[config.mk]
export PLATFORM = sky130hd
export DESIGN_NAME = idelay_tap_scan_flat
export DESIGN_NICKNAME = d
export VERILOG_FILES = /design/src/rtl/sensor_align_pkg.sv /design/src/rtl/idelay_tap_scan_if.sv /design/src/rtl/idelay_tap_scan.sv /design/src/flat_wrapper.sv
export SDC_FILE = /design/constraint.sdc
export NUM_CORES = 1
export LEC_CHECK = 0
export ABC_AREA = 0
export BUFFER_PORTS_ARGS = -buffer_cell sky130_fd_sc_hd__buf_2
export CAP_MARGIN = 20
export CORE_UTILIZATION = 55
export DETAILED_ROUTE_END_ITERATION = 16
export PLACE_DENSITY = 0.76
export SYNTH_ARGS = -nofsm -noshare
export SYNTH_HDL_FRONTEND = slang
export SYNTH_SLANG_ARGS = --single-unit
[constraint.sdc]
create_clock -name px_clk -period 5.2 [get_ports px_clk]
set_input_delay 0.26 -clock px_clk [delete_from_list [all_inputs] [get_ports px_clk]]
set_output_delay 0.26 -clock px_clk [all_outputs]
set_load 0.01 [all_outputs]
[src/rtl/sensor_align_pkg.sv]
// Shared types and constants for the sensor lane alignment blocks.
package sensor_align_pkg;

    localparam int TAP_NUM = 32;
    localparam int TAP_W   = 5;
    localparam int ERR_W   = 8;
    // Wide enough for any practical settle or check window length.
    localparam int CNT_W   = 16;

    typedef enum logic [2:0] {
        ST_IDLE   = 3'd0,
        ST_LOAD   = 3'd1,
        ST_SETTLE = 3'd2,
        ST_CHECK  = 3'd3,
        ST_RECORD = 3'd4,
        ST_NEXT   = 3'd5,
        ST_DONE   = 3'd6
    } scan_state_e;

    // Complete register state of the tap scanner; every output is a field here.
    typedef struct packed {
        scan_state_e          state;
        logic [TAP_W-1:0]     tap;
        logic [CNT_W-1:0]     cnt;
        logic [ERR_W-1:0]     err;
        logic [TAP_NUM-1:0]   mask;
        logic [TAP_NUM-1:0]   lock_mask;
        logic                 load;
        logic                 busy;
        logic                 done;
    } scan_regs_t;

    // Error counter increment that sticks at all-ones instead of wrapping.
    function automatic logic [ERR_W-1:0] sat_inc(input logic [ERR_W-1:0] v);
        return (&v) ? v : v + 1'b1;
    endfunction

endpackage

[src/rtl/idelay_tap_scan_if.sv]
// Lane input, delay-element control and lock-mask result signals of the tap scanner.
interface idelay_tap_scan_if
    import sensor_align_pkg::*;
#(
    parameter int DATA_W = 10
) ();

    logic                start;
    logic [DATA_W-1:0]   din;
    logic                din_valid;
    logic [TAP_W-1:0]    delay_tap_out;
    logic                delay_load_out;
    logic                busy_out;
    logic [TAP_NUM-1:0]  lock_mask_dout;
    logic                done_out;

    // Controller / bench side: drives the lane and observes the result.
    modport master (
        output start, din, din_valid,
        input  delay_tap_out, delay_load_out, busy_out, lock_mask_dout, done_out
    );

    // Scanner side.
    modport slave (
        input  start, din, din_valid,
        output delay_tap_out, delay_load_out, busy_out, lock_mask_dout, done_out
    );

endinterface

[src/rtl/idelay_tap_scan.sv]
// Sweeps all 32 input-delay taps, scores a training word at each one and
// publishes the per-tap pass/fail verdicts as a 32-bit lock mask.
module idelay_tap_scan
    import sensor_align_pkg::*;
#(
    parameter string             DEBUG         = "FALSE",
    parameter int                DATA_W        = 10,
    parameter logic [DATA_W-1:0] TRAIN_PATTERN = 10'h3A6,
    parameter int                SETTLE_CYCLES = 16,
    parameter int                CHECK_CYCLES  = 64,
    parameter logic [ERR_W-1:0]  MAX_ERR       = 8'd0
) (
    input  logic               px_clk,
    input  logic               px_reset,
    idelay_tap_scan_if.slave   bus
);

    localparam logic [CNT_W-1:0] SETTLE_LAST = CNT_W'(SETTLE_CYCLES - 1);
    localparam logic [CNT_W-1:0] CHECK_LAST  = CNT_W'(CHECK_CYCLES - 1);
    localparam logic [TAP_W-1:0] TAP_LAST    = TAP_W'(TAP_NUM - 1);

    scan_regs_t          scan_reg;
    scan_regs_t          scan_next;
    logic [TAP_NUM-1:0]  rec_hit;
    logic                tap_pass;

    // One-hot write enable into the working mask for the tap being recorded.
    genvar gi;
    generate
        for (gi = 0; gi < TAP_NUM; gi++) begin : g_rec_hit
            assign rec_hit[gi] = (scan_reg.state == ST_RECORD) && (scan_reg.tap == TAP_W'(gi));
        end
    endgenerate

    assign tap_pass = (scan_reg.err <= MAX_ERR);

    // Next-state logic; load and done are single-cycle strobes that default low.
    always_comb begin
        scan_next      = scan_reg;
        scan_next.load = 1'b0;
        scan_next.done = 1'b0;
        case (scan_reg.state)
            ST_IDLE: begin
                if (bus.start) begin
                    scan_next.tap   = '0;
                    scan_next.mask  = '0;
                    scan_next.load  = 1'b1;
                    scan_next.busy  = 1'b1;
                    scan_next.state = ST_LOAD;
                end
            end
            ST_LOAD: begin
                scan_next.cnt   = '0;
                scan_next.state = ST_SETTLE;
            end
            ST_SETTLE: begin
                if (scan_reg.cnt == SETTLE_LAST) begin
                    scan_next.cnt   = '0;
                    scan_next.err   = '0;
                    scan_next.state = ST_CHECK;
                end else begin
                    scan_next.cnt = scan_reg.cnt + 1'b1;
                end
            end
            ST_CHECK: begin
                if (bus.din_valid) begin
                    scan_next.cnt = scan_reg.cnt + 1'b1;
                    if (bus.din != TRAIN_PATTERN) begin
                        scan_next.err = sat_inc(scan_reg.err);
                    end
                    if (scan_reg.cnt == CHECK_LAST) begin
                        scan_next.state = ST_RECORD;
                    end
                end
            end
            ST_RECORD: begin
                scan_next.mask  = (scan_reg.mask & ~rec_hit) | (rec_hit & {TAP_NUM{tap_pass}});
                scan_next.state = ST_NEXT;
            end
            ST_NEXT: begin
                if (scan_reg.tap == TAP_LAST) begin
                    scan_next.state = ST_DONE;
                end else begin
                    scan_next.tap   = scan_reg.tap + 1'b1;
                    scan_next.load  = 1'b1;
                    scan_next.state = ST_LOAD;
                end
            end
            ST_DONE: begin
                scan_next.lock_mask = scan_reg.mask;
                scan_next.done      = 1'b1;
                scan_next.busy      = 1'b0;
                scan_next.state     = ST_IDLE;
            end
            default: begin
                scan_next.busy  = 1'b0;
                scan_next.state = ST_IDLE;
            end
        endcase
    end

    // State register; reset drops the partial scan and every output.
    always_ff @(posedge px_clk) begin
        if (px_reset) begin
            scan_reg <= '0;
        end else begin
            scan_reg <= scan_next;
        end
    end

    assign bus.delay_tap_out  = scan_reg.tap;
    assign bus.delay_load_out = scan_reg.load;
    assign bus.busy_out       = scan_reg.busy;
    assign bus.lock_mask_dout = scan_reg.lock_mask;
    assign bus.done_out       = scan_reg.done;

    // Optional consistency probes on the strobes.
    generate
        if (DEBUG == "TRUE") begin : g_debug
            // Strobes must only appear in the states that own them.
            always_ff @(posedge px_clk) begin
                if (!px_reset) begin
                    assert (!scan_reg.load || scan_reg.state == ST_LOAD);
                    assert (!scan_reg.done || scan_reg.state == ST_IDLE);
                end
            end
        end
    endgenerate

endmodule
[src/flat_wrapper.sv]
// flat-port wrapper written by rule: the top's interface ports become plain ports
module idelay_tap_scan_flat import sensor_align_pkg::*;
#(
    parameter string             DEBUG         = "     ",
    parameter int                DATA_W        = 10,
    parameter logic [DATA_W-1:0] TRAIN_PATTERN = 10'h3A6,
    parameter int                SETTLE_CYCLES = 16,
    parameter int                CHECK_CYCLES  = 64,
    parameter logic [ERR_W-1:0]  MAX_ERR       = 8'd0
)
  (px_clk, px_reset, bus_start, bus_din, bus_din_valid, bus_delay_tap_out, bus_delay_load_out, bus_busy_out, bus_lock_mask_dout, bus_done_out);
  idelay_tap_scan_if #(.DATA_W(DATA_W)) bus_i ();
  input  logic px_clk;
  input  logic px_reset;
  input wire logic [$bits(bus_i.start)-1:0] bus_start;
  input wire logic [$bits(bus_i.din)-1:0] bus_din;
  input wire logic [$bits(bus_i.din_valid)-1:0] bus_din_valid;
  output wire logic [$bits(bus_i.delay_tap_out)-1:0] bus_delay_tap_out;
  output wire logic [$bits(bus_i.delay_load_out)-1:0] bus_delay_load_out;
  output wire logic [$bits(bus_i.busy_out)-1:0] bus_busy_out;
  output wire logic [$bits(bus_i.lock_mask_dout)-1:0] bus_lock_mask_dout;
  output wire logic [$bits(bus_i.done_out)-1:0] bus_done_out;
  assign bus_i.start = bus_start;
  assign bus_i.din = bus_din;
  assign bus_i.din_valid = bus_din_valid;
  assign bus_delay_tap_out = bus_i.delay_tap_out;
  assign bus_delay_load_out = bus_i.delay_load_out;
  assign bus_busy_out = bus_i.busy_out;
  assign bus_lock_mask_dout = bus_i.lock_mask_dout;
  assign bus_done_out = bus_i.done_out;
  idelay_tap_scan #(.DEBUG(DEBUG), .DATA_W(DATA_W), .TRAIN_PATTERN(TRAIN_PATTERN), .SETTLE_CYCLES(SETTLE_CYCLES), .CHECK_CYCLES(CHECK_CYCLES), .MAX_ERR(MAX_ERR)) u_core (.px_clk(px_clk), .px_reset(px_reset), .bus(bus_i));
endmodule
# After elaboration in Yosys (flattened, before gate mapping)
# Index checks and enable logic that the tools add are counted.
# word_totals
reg_bits,99
input_bits,14
output_inout_bits,40
wordCells,133
# classes
add_sub_neg,3
n_lt_le_gt_ge,1
n_eq_ne,47
n_mux,22
bitwise,5
n_reduce_logical,46
# op_table
cell,count
"5-bit equality test, second input constant",16
32-bit bitwise AND,2
32-bit case mux with 2 select lines,1
16-bit case mux with 3 select lines,1
"5-bit by 4-bit equality test with 1-bit output, second input constant",8
1-bit logical AND,32
32-bit two-way mux,1
8-bit two-way mux,4
32-bit inverter,1
32-bit bitwise OR,1
24-bit two-way mux,1
"5-bit by 3-bit equality test with 1-bit output, second input constant",4
3-bit case mux with 6 select lines,1
"16-bit by 1-bit adder with 16-bit output, second input constant",1
"16-bit by 4-bit equality test with 1-bit output, second input constant",1
"16-bit by 6-bit equality test with 1-bit output, second input constant",1
16-bit two-way mux,1
8-bit case mux with 2 select lines,1
3-bit two-way mux,4
"5-bit by 2-bit equality test with 1-bit output, second input constant",2
"10-bit != test, second input constant",1
5-bit case mux with 2 select lines,1
"3-bit equality test, second input constant",3
"8-bit by 1-bit adder with 8-bit output, second input constant",1
22 further kinds,34

# Longest topological paths before layout
# depth
ltp_word,6
depth_mapped,9
depth_no_buf,8

# Least setup slack after synthesis
# Ideal clock, no wire load.
# synth_timing
path_kind,flip-flop to flip-flop
startpoint,register u_core.scan_reg (netlist bit u_core.bus.delay_tap_out[0])
endpoint,register u_core.scan_reg (netlist bit u_core.bus.delay_tap_out[4])
setup_ns,0.112
arrival_time_ns,1.890
t_required_ns,5.088
setup_slack_ns,3.197
path_stages_with_launch,9
path_buffers,1
period_less_slack_ns,2.003
cell_sequence,dfxtp_1 ha_1 buf_4 and3_1 ha_1 nand3b_1 a21oi_4 nor2_1 a2111oi_1
# synth_via
elab_chain_len,3
elab_cells_between_ends,6
classes_between,add/sub (1); eq/ne (2); mux (2); reduce/logical (1)
# synth_rtl
element,line_no,rtl
from (decl),idelay_tap_scan.sv:22,scan_regs_t scan_reg;
from (signal assigned),idelay_tap_scan.sv:107,scan_reg <= scan_next;
5-bit by 1-bit adder with 5-bit output / 5-bit equality test (equally long branches),"idelay_tap_scan.sv:84, idelay_tap_scan.sv:81",
5-bit two-way mux / 2-bit != test (equally long branches),--,
5-bit case mux with 2 select lines / 3-bit AND reduction (equally long branches),--,
# Parallel ways exist; a longest one is shown, timed or not. The select of a mux whose other input is x is not followed.
# A chain may end at the register's enable or synchronous reset.

# Worst setup path in the final report
# Same ends and word-level chain as after synthesis.

==> impl_metrics.toml <==
[synth]
yosys_warnings = 0
syn_avg_cell_area_um2 = 8.29
yosys.area.top_type_share = 0.412
synth_cell_type_count = 62
yosys.area.top_type = "dfxtp_1"
yosysSeqAreaShare = 0.412
synthesis.area_um2 = 4810
syn-num-nets = 604
synthArstFlopShare = 0
synth_area_leaders = "dfxtp_1 41%, nand2_1 8.8%, a21oi_1 7.3%, buf_4 6.5%, nand3_1 3.5%"
synth_seq_cells = 99
synth-edff-count = 0
netlist_instances = 581
ys.flop_type = "dfxtp_1"

[clock_network]
cts_tree = "yes"
clk_pin_slew_ns = 0.10
ctsResizeCount = 0
clock_latency_ns = 0.38
post_cts_buffers = 0
cts_root_buf = "clkbuf_8"
cts_max_path_buffers = 2
holdBufCountCts = 0
cts_buffers = 9
htreeDepth = 3
clock-sinks = 99

[grt]
antenna_found_initial = 0
grt_pass1_wl_mm = 16.2
overflow = 0
grt_start_max_net_pins = 49
grt_pass1_vias = 3578
grtUsageTotal = 0.226

[placed_design]
place_area_um2 = 4740
dp_hpwl_mm = 6.58
io_buffers = 53
finalWeightedCongestion = 0.886

[drt]
drc = 0
first_pass_iters = 5
vias = 3870
via_per_inst = 5.64
drt_wl_total_mm = 9.60
ant_nets = 0
drt-initial-drc-count = 183
wl_per_cell_um = 14.0

[critical_path]
crit_path_max_fanout = 11
path_cells = "ha_1 -> and3_1 -> ha_1 -> nand3b_1 -> a21oi_4 -> nor2_1 -> a2111oi_1"
critPathMostFrequentCell = "ha_1"
timing_worst_setup_path_type = "reg2reg"
cp_slowest_cell = "a2111oi_1"
worstReg2RegStart = "u_core.bus.delay_tap_out[0]"
arrival_ns = 2.62
crit_path_start = "u_core.bus.delay_tap_out[0]"
critical_path.top_delay_family = "compound AO/OA/AOI/OAI gates"
cp_data_required_time_ns = 5.45
slowest_delay_ns = 0.42
path_buf_inv = 0
startpoint_type = "flop"
cp-end-kind = "flop"

[timing]
slew_headroom = 0.513
rsz0062_at_grt = "false"
fin_crit_sh = 0.457
final_max_slew_viol_count = 0
final_hold_viol_count = 0
worstMarginPinSlew_ns = 0.730
setup_violations = 0
setup_tns_ns = 0
whs_ns = 0.311
period_needed_ns = 2.38
finClkSkew_ns = 0.0121
fmax_mhz = 421

[finish]
fin_nets = 599
fill_cells = 805
areaGrowthSynthToFinish_pct = 3.07
largest_register_ff_count = 59
mostFrequentLayoutCells = "113 x nand2_1, 99 x dfxtp_1, 70 x a21oi_1, 53 x buf_2"
drive_above_1_share = 0.165
final_common_cell = "nand2_1"
n_antenna_cell = 0
final_area_um2 = 4960

[die]
rows = 33
fp.coreArea_um2 = 8340
initial_core_util = 0.577
die-area_um2 = 9130
die_h_um = 95.6
num_io_pins = 54
die_w_um = 95.6

[run]
maxCapViolCount = 0

[power]
finalPower_mw = 1.54
peakVddDrop_mv = 0.234
power_density_nw_per_um2 = 311
p_leak_nw = 1.74

[worst_hold_path]
min_from = "bus_start"
min_path_type = "in2reg"

[outcome]
status = "finished clean"
## cells in the mapped netlist (2+ instances only)
library cell and number:
xor2_1 10, o22ai_1 2, o211ai_1 16, buf_4 42, dfxtp_1 99, or2_2 2
buf_6 6, nor4_4 3, xnor2_1 9, and4_1 3, inv_1 13, o311ai_2 2
nand4_1 19, o21ai_0 4, a41o_1 2, clkbuf_1 19, nor2_4 2, nand2_1 113
buf_2 3, and3_1 3, nor4bb_1 2, nand3_1 34, a21oi_1 70, ha_1 9
a31o_2 2, nor2_1 35, nor4_1 3, or4_1 2, nor3_1 11, and2_1 2
clkbuf_4 2, a21o_1 7
## worst reg2reg max path: stages, from the launching register on
cell	delay, ns
dfxtp_1	0.38
ha_1	0.36
and3_1	0.27
ha_1	0.24
nand3b_1	0.22
a21oi_4	0.29
nor2_1	0.08
a2111oi_1	0.42
## path summary, 6_finish.rpt
kind / cells after the start / slack [ns] / end
max: 7 / 2.82 / u_core.bus.delay_tap_out[4]
min: 4 / 0.31 / u_core.scan_reg[97]
max reg2reg: 7 / 2.82 / u_core.bus.delay_tap_out[4]
min reg2reg: 2 / 0.45 / u_core.bus.lock_mask_dout[22]
## power breakdown
group          switching, mW  total (mW)  leakage [nW]  internal, mW
combinational          0.165       0.249         0.842        0.0841
sequential            0.0415       0.818         0.798         0.776
clock                  0.291       0.478        0.0993         0.187
## final cells by class
cell class / instances / area [µm²] / area share
repair buffers: 57 / 315 / 0.0635
inverters: 14 / 52.6 / 0.0106
well taps: 105 / 131 / 0.0265
clock inverters: 7 / 67.6 / 0.0136
flip-flops and latches: 99 / 1980 / 0.399
clock buffers: 9 / 124 / 0.0250
multi-input cells: 395 / 2290 / 0.461
## metrics by stage
| step | setup WS, ns | cells | utilization |
|---|---|---|---|
| after floorplan | 3.20 | 581 | - |
| after global placement | 2.95 | 669 | 0.569 |
| after detailed placement | 2.88 | 669 | 0.569 |
| after CTS | 2.87 | 685 | 0.592 |
| after global routing | 2.69 | 686 | 0.595 |
| final | 2.82 | 686 | 0.595 |
## cell families (layout without fill, tap and decap cells)
family	Yosys count	in the layout	synth area share
compound gates	118	118	0.157
xor+xnor	19	19	0.0346
fa+ha+maj	9	9	0.0234
buf+inv	87	87	0.113
flops	99	99	0.412
simple gates	249	249	0.260
## layer usage
metal	vias up	wire length, µm	GRT usage
met5	-	0	0
li1	1960	-	-
met2	86	4770	0.388
met1	1815	4400	0.277
met4	0	99	0.0709
met3	9	335	0.0558
Note: power is estimated with default switching activity, not from simulation.
